<file path="config.mk">
export PLATFORM = sky130hd
export DESIGN_NAME = mem_responder
export DESIGN_NICKNAME = d
export VERILOG_FILES = /design/src/rtl/mem_responder.sv
export SDC_FILE = /design/constraint.sdc
export NUM_CORES = 1
export LEC_CHECK = 0
export CAP_MARGIN = 0
export CORE_UTILIZATION = 53
export CTS_BUF_LIST = sky130_fd_sc_hd__clkbuf_4 sky130_fd_sc_hd__clkbuf_8
export CTS_CLUSTER_DIAMETER = 120
export DETAILED_ROUTE_END_ITERATION = 12
export PLACE_DENSITY = 0.7
export SKIP_LAST_GASP = 1
export SYNTH_ARGS = -nofsm -noshare
export SYNTH_HDL_FRONTEND = slang
export SYNTH_SLANG_ARGS = --single-unit
</file>
<file path="constraint.sdc">
create_clock -name clk -period 25.1 [get_ports clk]
set_input_delay 7.53 -clock clk [delete_from_list [all_inputs] [get_ports clk]]
set_output_delay 7.53 -clock clk [all_outputs]
set_load 0.01 [all_outputs]
</file>
<file path="src/rtl/mem_responder.sv">
// rtl/mem_responder.sv - wait-state register-file memory responder for mem_rd/mem_wr strobes.
// Optional write protection of addresses below PROT_LIMIT: define MEM_WR_PROTECT_EN.
module mem_responder #(
  parameter int AWIDTH     = 5,
  parameter int DWIDTH     = 8,
  parameter int READ_LAT   = 1,
  parameter int PROT_LIMIT = 0
) (
  input  logic              clk,
  input  logic              rst,
  input  logic              mem_rd,
  input  logic              mem_wr,
  input  logic [AWIDTH-1:0] addr,
  input  logic [DWIDTH-1:0] wdata,
  output logic [DWIDTH-1:0] rdata,
  output logic              rvalid,
  output logic              busy,
  output logic              wr_ack,
  output logic              proto_err,
  output logic              prot_err
);

  typedef enum logic [1:0] {S_IDLE, S_WAIT, S_HOLD} state_t;

  localparam int         DEPTH    = 2 ** AWIDTH;
  localparam logic [3:0] CNT_INIT = (READ_LAT >= 2) ? 4'(READ_LAT - 2) : 4'd0;
  localparam logic [AWIDTH:0] PROT_LIM_W = PROT_LIMIT[AWIDTH:0];
`ifdef MEM_WR_PROTECT_EN
  localparam logic PROT_ACTIVE = 1'b1;
`else
  localparam logic PROT_ACTIVE = 1'b0;
`endif

  state_t              state_q, state_d;
  logic [3:0]          cnt_q, cnt_d;
  logic [AWIDTH-1:0]   addr_q, addr_d;
  logic [DWIDTH-1:0]   rdata_q, rdata_d;
  logic                wr_ack_q, wr_ack_d;
  logic                proto_err_q, proto_err_d;
  logic                prot_err_q, prot_err_d;
  logic                mem_we;
  logic                wr_blocked;
  logic [DWIDTH-1:0]   mem_q [DEPTH];

  assign wr_blocked = PROT_ACTIVE && ({1'b0, addr} < PROT_LIM_W);

  always_comb begin
    state_d     = state_q;
    cnt_d       = cnt_q;
    addr_d      = addr_q;
    rdata_d     = rdata_q;
    wr_ack_d    = 1'b0;
    proto_err_d = proto_err_q;
    prot_err_d  = 1'b0;
    mem_we      = 1'b0;
    if (mem_rd && mem_wr) begin
      proto_err_d = 1'b1;
      state_d     = S_IDLE;
    end else if (mem_wr) begin
      if (wr_blocked) begin
        prot_err_d = 1'b1;
      end else begin
        mem_we   = 1'b1;
        wr_ack_d = 1'b1;
      end
      state_d = S_IDLE;
    end else if (mem_rd) begin
      // A new address while waiting or holding restarts the read from scratch.
      if (state_q == S_IDLE || addr != addr_q) begin
        addr_d = addr;
        if (READ_LAT == 1) begin
          rdata_d = mem_q[addr];
          state_d = S_HOLD;
        end else begin
          cnt_d   = CNT_INIT;
          state_d = S_WAIT;
        end
      end else if (state_q == S_WAIT) begin
        if (cnt_q == 4'd0) begin
          rdata_d = mem_q[addr_q];
          state_d = S_HOLD;
        end else begin
          cnt_d = cnt_q - 4'd1;
        end
      end
    end else begin
      state_d = S_IDLE;
    end
  end

  always_ff @(posedge clk or posedge rst) begin
    if (rst) begin
      state_q     <= S_IDLE;
      cnt_q       <= '0;
      addr_q      <= '0;
      rdata_q     <= '0;
      wr_ack_q    <= 1'b0;
      proto_err_q <= 1'b0;
      prot_err_q  <= 1'b0;
      for (int i = 0; i < DEPTH; i++) mem_q[i] <= '0;
    end else begin
      state_q     <= state_d;
      cnt_q       <= cnt_d;
      addr_q      <= addr_d;
      rdata_q     <= rdata_d;
      wr_ack_q    <= wr_ack_d;
      proto_err_q <= proto_err_d;
      prot_err_q  <= prot_err_d;
      if (mem_we) mem_q[addr] <= wdata;
    end
  end

  assign rdata     = rdata_q;
  assign rvalid    = (state_q == S_HOLD);
  assign busy      = (state_q == S_WAIT);
  assign wr_ack    = wr_ack_q;
  assign proto_err = proto_err_q;
  assign prot_err  = prot_err_q;

endmodule

</file>
==> impl_results.rst, run 1 <==
.. list-table::
   :header-rows: 1

   * - Metric
     - Value
   * - Outcome
     - complete, no violations
   * - Mean area per synthesized cell
     - 14.18 um2
   * - Post-detailed-route DRC marker count
     - 0
   * - Clock network fraction of total power
     - 0.384
   * - H-tree levels
     - 2
   * - Core Box Area
     - 23,470 um2
   * - Internal
     - 0.8095 mW
   * - Sequential cell area
     - 6807 um2
   * - Tmin final
     - 9.994 ns
   * - DIE HEIGHT
     - 156.9 um
   * - Final WL
     - 29,860 um
   * - Yosys warns
     - 0
   * - Post-route ant nets
     - 0
   * - Clock-pin slew on the worst setup and hold paths
     - 0.06 ns
   * - Setup Fix Bufs, Post-CTS
     - 0
   * - Number of I/O pins
     - 30
   * - Max FO, Critical Path
     - 88
   * - Final HPWL DP
     - 18,730 um
   * - Iter 0 DRT Violations
     - 516
   * - Count of nets after finishing
     - 940
   * - Area share of the largest cell type after synthesis
     - 0.5353
   * - Final Slew Violations
     - 0
   * - TritonCTS clock tree
     - done
   * - Total net switching power
     - 0.2686 mW
   * - First-pass GRT wire length
     - 47,000 um
   * - Detail-routed via count per cell
     - 6.000
   * - Setup skew after layout
     - 0.02321 ns
   * - Share of post-route cells with drive strength above 1
     - 0.4161
   * - Part of the power in combinational logic
     - 0.128
   * - Unrepaired setup endpoints after global routing
     - no
   * - Via count of the first global-routing pass
     - 7,860
   * - Number of resized instances in the post-cts repair step
     - 0
   * - Worst slew margin
     - 0.2670
   * - Number of antenna violations at the first check in global routing
     - 0
   * - Total of fill cells in the finished design
     - 1,835
   * - Netlist cell types
     - 56
   * - Cell at the root of the clock tree
     - clkbuf_8
   * - Num CTS Buffers
     - 46
   * - Top cells by instance count after synthesis
     - 272 x dfrtp_1, 248 x mux2_2, 98 x mux2i_1
   * - Flip-flop and latch count after synthesis
     - 272
   * - Start of the worst register-to-register path
     - addr_q[2]$_DFFE_PP0P_
   * - Number of rows in the core area
     - 56
   * - Post-route core utilization
     - 0.6006
   * - Largest area contributor in the netlist
     - dfrtp_1
   * - Category of the worst setup path launch point
     - input port
   * - Initial Util
     - 0.5417
   * - Area of the multi-input gates
     - 5512 um2
   * - Switch share
     - 0.2492
   * - Worst Setup Slack, final
     - 15.11 ns
   * - Number of enable-type register cells in the synthesized netlist
     - 0
   * - VDD IR max
     - 0.05086 mV
   * - Required time of the critical path
     - 25.48 ns
   * - Share of synthesized area occupied by flip-flops and latches
     - 0.5353
   * - Overall track demand over capacity in global routing
     - 0.2568
   * - Cells taking the most area after synthesis
     - dfrtp_1 54%, mux2_2 22%, mux2i_1 7.7%, mux4_2 2.5%, o22ai_1 1.9%
   * - Hold Path Stages
     - 1
   * - Number of buffer cells added on primary ports
     - 27
   * - Crit path DAT
     - 10.37 ns
   * - Summed instance area of the synthesized netlist
     - 12,720 um2
   * - Most instantiated flip-flop cell in the synthesis netlist
     - dfrtp_1
   * - Ys async rst share
     - 1.000
   * - Hold_ws
     - 0.4645 ns
   * - Leak Pwr
     - 6.659 nW
   * - Worst-Margin Slew
     - 1.100 ns
   * - Most frequently used cell type in the post-synthesis netlist
     - dfrtp_1
   * - Setup TNS Final
     - 0 ns
   * - Worst-case register-to-register setup slack
     - 23.17 ns
   * - Worst r2r dst
     - rdata[1]$_DFFE_PP0P_
   * - Die width
     - 156.9 um
   * - Type of the worst setup path
     - input port to flop
   * - Part of the power in registers
     - 0.488
   * - Final global-route overflow total
     - 0
   * - Final setup violation count
     - 0
   * - Post-Layout Inst Area
     - 14,100 um2
   * - Origin of the worst min-delay path
     - proto_err$_DFFE_PP0P_
   * - Kind of end point of the critical path
     - flop
   * - Type of the worst min-delay path
     - flop to flop
   * - Number of failing hold endpoints at the final stage
     - 0
   * - Placed standard-cell area
     - 13,110 um2
   * - Full die area
     - 24,620 um2
   * - Cell count of the worst reg-to-reg path
     - 5
   * - Worst hold path endpoint
     - proto_err$_DFFE_PP0P_
   * - Vias
     - 7,638
   * - Largest net degree at the start of global routing
     - 135
   * - Router iterations before antenna repair
     - 5
   * - Clock latency at the later pin of the worst-skew pair
     - 0.55 ns
   * - Longest Clk Path Bufs
     - 3
   * - Post-synthesis cell count
     - 897
   * - Highest Clock Rate
     - 100.1 MHz
   * - Power density of the placed cells
     - 76.48 nW/um2
   * - Final cycle utilization of the critical path
     - 0.3981
   * - Area overhead of the layout relative to synthesis
     - 10.86%
   * - Max-cap check violation count
     - 0
   * - Placer congestion estimate
     - 0.8602
   * - Hold buffer count at cts
     - 0
   * - Pre-CTS WS
     - 14.60 ns
   * - Sink count of the clock tree
     - 272
   * - Average wire length per cell after detail routing
     - 23.46 um
   * - Number of antenna diodes
     - 0
==> area by class of cell <==
class | count | share of cell area
clock buffers | 74 | 0.06825
well taps | 319 | 0.02831
multi-input cells | 559 | 0.3910
clock inverters | 5 | 0.001953
inverters | 3 | 0.001331
repair buffers | 41 | 0.02636
flip-flops and latches | 272 | 0.4828
==> layer usage <==
metal,vias up,share of wire,track usage
li1,3361,-,-
met1,4003,0.46,0.3661
met2,210,0.46,0.4017
met3,64,0.047,0.04240
met4,0,0.028,0.08263
met5,-,0,0
==> cell families after synthesis <==
logic type,count (synthesis),synth area share
flops,272,0.5353
other cells,1,0.0002949
compound gates,64,0.03424
mux,375,0.3348
buf+inv,67,0.03158
xor+xnor,5,0.003444
simple gates,113,0.06032
==> state kept, by name, indices dropped and copies added, names as in the netlist <==
name / count
mem_q: 256
state_q: 1
addr_q: 5
wr_ack: 1
proto_err: 1
rdata: 8
==> worst max-delay path by stage <==
stage	startpoint	end	slack (ns)	cells past startpoint
2_1_floorplan	rst	addr_q[0]$_DFFE_PP0P_	10.07	1
3_3_place_gp	addr[2]	rdata[2]$_DFFE_PP0P_	14.69	6
3_5_place_dp	addr[1]	rdata[7]$_DFFE_PP0P_	14.60	7
4_1_cts	addr[1]	rdata[7]$_DFFE_PP0P_	15.17	7
5_1_grt	addr[1]	rdata[7]$_DFFE_PP0P_	15.00	7
6_report	addr[1]	rdata[7]$_DFFE_PP0P_	15.11	7
==> cells in the final DEF (no fill, tap or decap), types with 15 or more instances in the layout <==
| cell | n |
|---|---|
| dfrtp_1 | 272 |
| nor2_1 | 21 |
| nand2_2 | 15 |
| nand2_1 | 15 |
| clkdlybuf4s50_1 | 25 |
| mux2i_1 | 98 |
| clkbuf_8 | 65 |
| mux2_1 | 15 |
| o22ai_1 | 39 |
| mux2_2 | 248 |
==> power by group through the flow <==
stage | combinational [mW] | sequential [mW] | clock (mW)
2_1_floorplan | 0.104 | 0.525 | 0
3_3_place_gp | 0.135 | 0.532 | 0
3_5_place_dp | 0.139 | 0.534 | 0
4_1_cts | 0.139 | 0.526 | 0.423
5_1_grt | 0.149 | 0.533 | 0.443
6_report | 0.138 | 0.527 | 0.414
==> through the flow <==
step                      power, mW  std cells
after floorplan              0.6292        898
after global placement       0.6669       1194
after detailed placement     0.6723       1194
after CTS                     1.088       1273
after global routing          1.125       1273
final                         1.078       1273
==> worst max-delay path, stage by stage <==
cell and delay, ns:
buf_6 0.78, buf_4 0.67, mux2i_1 0.30, o22ai_1 0.10, or4_1 0.54, a221oi_1 0.24
a31oi_1 0.13
No activity file was read; power rests on OpenSTA's default activity.
==> run 2: changes to the inputs <==
PLACE_DENSITY = 0.73   (was 0.7)
clock period = 8.57 ns   (was 25.1 ns; I/O delays follow)
==> run 2 against run 1 <==
Against the previous run: first-iteration DRC count is 19% lower; worst setup slack worse by 12 ns; largest cell class unchanged; critical path depth is 1 lower; largest power group unchanged; via count is 0.58% lower.
==> impl_results.rst, run 2 (synthesized netlist as in run 1, its figures left out) <==
.. list-table::
   :header-rows: 1

   * - Metric
     - Value
   * - Outcome
     - complete, no violations
   * - Routed wl met3
     - 1616 um (+15%)
   * - Number of antenna violations at the first check in global routing
     - 3 (+3)
   * - Pre-CTS WS
     - 2.870 ns (-11.73 ns)
   * - Worst Setup Slack, final
     - 3.360 ns (-11.75 ns)
   * - Clock-pin slew on the worst setup and hold paths
     - 0.06 ns (about the same)
   * - Num CTS Buffers
     - 45 (-2.2%)
   * - Final Slew Violations
     - 0 (unchanged)
   * - Placed standard-cell area
     - 13,120 um2 (about the same)
   * - Area of the multi-input gates
     - 5512 um2 (unchanged)
   * - Internal
     - 2.380 mW (+190%)
   * - TritonCTS clock tree
     - done
   * - Part of the power in combinational logic
     - 0.126 (-0.002)
   * - VDD IR max
     - 0.1595 mV (+210%)
   * - Routed metal-1 wirelength
     - 13,330 um (-3.2%)
   * - Area overhead of the layout relative to synthesis
     - 10.87% (about the same)
   * - Critical path startpoint
     - addr[4]
   * - Worst-case register-to-register setup slack
     - 6.72 ns (-16.45 ns)
   * - Share of post-route cells with drive strength above 1
     - 0.4149 (-0.001227)
   * - Number of rows in the core area
     - 56 (unchanged)
   * - Die width
     - 156.9 um (unchanged)
   * - Setup skew after layout
     - 0.03121 ns (+0.007998 ns)
   * - Full die area
     - 24,620 um2 (unchanged)
   * - DIE HEIGHT
     - 156.9 um (unchanged)
   * - Max-cap check violation count
     - 0 (unchanged)
   * - Tmin final
     - 5.210 ns
   * - Count of nets after finishing
     - 939 (-0.11%)
   * - Worst r2r dst
     - rdata[5]$_DFFE_PP0P_
   * - Switch share
     - 0.2491 (about the same)
   * - Type of the worst setup path
     - input port to flop
   * - Post-Layout Inst Area
     - 14,100 um2 (about the same)
   * - Unrepaired setup endpoints after global routing
     - no
   * - First-pass GRT wire length
     - 47,300 um (+0.63%)
   * - Detail-routed via count per cell
     - 5.970 (-0.50%)
   * - Hold_ws
     - 0.4590 ns (-0.005515 ns)
   * - Hold Path Stages
     - 1 (unchanged)
   * - Post-detailed-route DRC marker count
     - 0 (unchanged)
   * - Final WL
     - 29,990 um (+0.44%)
   * - Iter 0 DRT Violations
     - 417 (-19%)
   * - Required time of the critical path
     - 8.97 ns (-16.51 ns)
   * - Most frequent standard cell in the layout excluding fill and tap cells
     - dfrtp_1
   * - Final HPWL DP
     - 18,910 um (+0.97%)
   * - Total net switching power
     - 0.7896 mW (+190%)
   * - Worst-Margin Slew
     - 1.245 ns (+0.1456 ns)
   * - Clock latency at the later pin of the worst-skew pair
     - 0.56 ns (about the same)
   * - Routed met2 length
     - 14,110 um (+2.1%)
   * - Highest Clock Rate
     - 191.9 MHz
   * - Number of resized instances in the post-cts repair step
     - 0 (unchanged)
   * - Sink count of the clock tree
     - 272 (unchanged)
   * - Category of the worst setup path launch point
     - input port
   * - Router iterations before antenna repair
     - 4 (-1)
   * - Origin of the worst min-delay path
     - proto_err$_DFFE_PP0P_
   * - Vias
     - 7,594 (-0.58%)
   * - Worst slew margin
     - 0.1673 (-0.09969)
   * - H-tree levels
     - 2 (unchanged)
   * - Kind of end point of the critical path
     - flop
   * - Worst hold path endpoint
     - proto_err$_DFFE_PP0P_
   * - Core Box Area
     - 23,470 um2 (unchanged)
   * - Setup TNS Final
     - 0 ns (unchanged)
   * - Power density of the placed cells
     - 224.8 nW/um2 (+190%)
   * - Cell at the root of the clock tree
     - clkbuf_8
   * - Part of the power in registers
     - 0.487 (about the same)
   * - Post-route ant nets
     - 0 (unchanged)
   * - Top routing layer in use
     - met5
   * - Post-route core utilization
     - 0.6006 (about the same)
   * - Leak Pwr
     - 6.650 nW (-0.14%)
   * - Number of I/O pins
     - 30 (unchanged)
   * - Via count of the first global-routing pass
     - 7,853 (-0.089%)
   * - Max FFs per register
     - 256 (unchanged)
   * - Final setup violation count
     - 0 (unchanged)
   * - Start of the worst register-to-register path
     - mem_q[173]$_DFFE_PP0P_
   * - Hold buffer count at cts
     - 0 (unchanged)
   * - Largest net degree at the start of global routing
     - 150 (+11%)
   * - Reg with most FFs
     - mem_q
   * - Number of failing hold endpoints at the final stage
     - 0 (unchanged)
   * - Crit path DAT
     - 5.61 ns (-4.76 ns)
   * - Setup Fix Bufs, Post-CTS
     - 0 (unchanged)
   * - Overall track demand over capacity in global routing
     - 0.2586 (+0.001751)
   * - Number of buffer cells added on primary ports
     - 27 (unchanged)
   * - Cell count of the worst reg-to-reg path
     - 5 (unchanged)
   * - Sequential cell area
     - 6807 um2 (unchanged)
   * - Max FO, Critical Path
     - 26 (-70%)
   * - Initial Util
     - 0.5417 (unchanged)
   * - Total of fill cells in the finished design
     - 1,870 (+1.9%)
   * - Commonest cells after routing, fill and taps aside
     - 272 x dfrtp_1, 248 x mux2_2, 98 x mux2i_1
   * - Average wire length per cell after detail routing
     - 23.58 um (+0.52%)
   * - Final global-route overflow total
     - 0 (unchanged)
   * - Placer congestion estimate
     - 0.8571 (-0.36%)
   * - Final cycle utilization of the critical path
     - 0.6080
   * - Type of the worst min-delay path
     - flop to flop
   * - Longest Clk Path Bufs
     - 3 (unchanged)
   * - Clock network fraction of total power
     - 0.387 (+0.003)
## run 2: worst max path at each step
stage / depth (start not counted) / end / slack, ns
after CTS: 6 / rdata[7]$_DFFE_PP0P_ / 3.45
after global routing: 6 / rdata[7]$_DFFE_PP0P_ / 3.31
after detailed placement: 6 / rdata[7]$_DFFE_PP0P_ / 2.87
final: 6 / rdata[7]$_DFFE_PP0P_ / 3.36
after global placement: 6 / rdata[7]$_DFFE_PP0P_ / 2.89
after floorplan: 1 / addr_q[0]$_DFFE_PP0P_ / 2.40
## run 2: metal layers
metal | track usage | up-vias
met1 | 0.3617 | 3993
met5 | 0 | -
met4 | 0.09524 | 4
li1 | - | 3348
met3 | 0.05314 | 75
met2 | 0.3987 | 174
## run 2: critical path, stage by stage
cell	delay (ns)
clkdlybuf4s50_1	1.06
nand4_1	0.73
o22ai_1	0.21
or4_1	0.60
a221oi_1	0.30
a31oi_1	0.13
## run 2: final cells by class
class / instances / share of cell area
clock buffer: 74 / 0.06647
clock inverter: 3 / 0.003017
tap: 319 / 0.02831
timing repair buffer: 41 / 0.02725
inverter: 3 / 0.001065
multi-input combinational: 559 / 0.3909
sequential: 272 / 0.4828
antenna: 1 / 0.0001775
## run 2: power groups by stage
stage	clock, mW	sequential [mW]	combinational, mW
after global placement	0	1.56	0.393
after global routing	1.31	1.56	0.435
after detailed placement	0	1.57	0.403
final	1.23	1.54	0.400
after floorplan	0	1.54	0.306
after CTS	1.25	1.54	0.404
## run 2: stage by stage
step | instances | power, mW
6_report | 1272 | 3.169
5_1_grt | 1271 | 3.310
4_1_cts | 1271 | 3.195
3_5_place_dp | 1194 | 1.969
3_3_place_gp | 1194 | 1.950
2_1_floorplan | 898 | 1.843
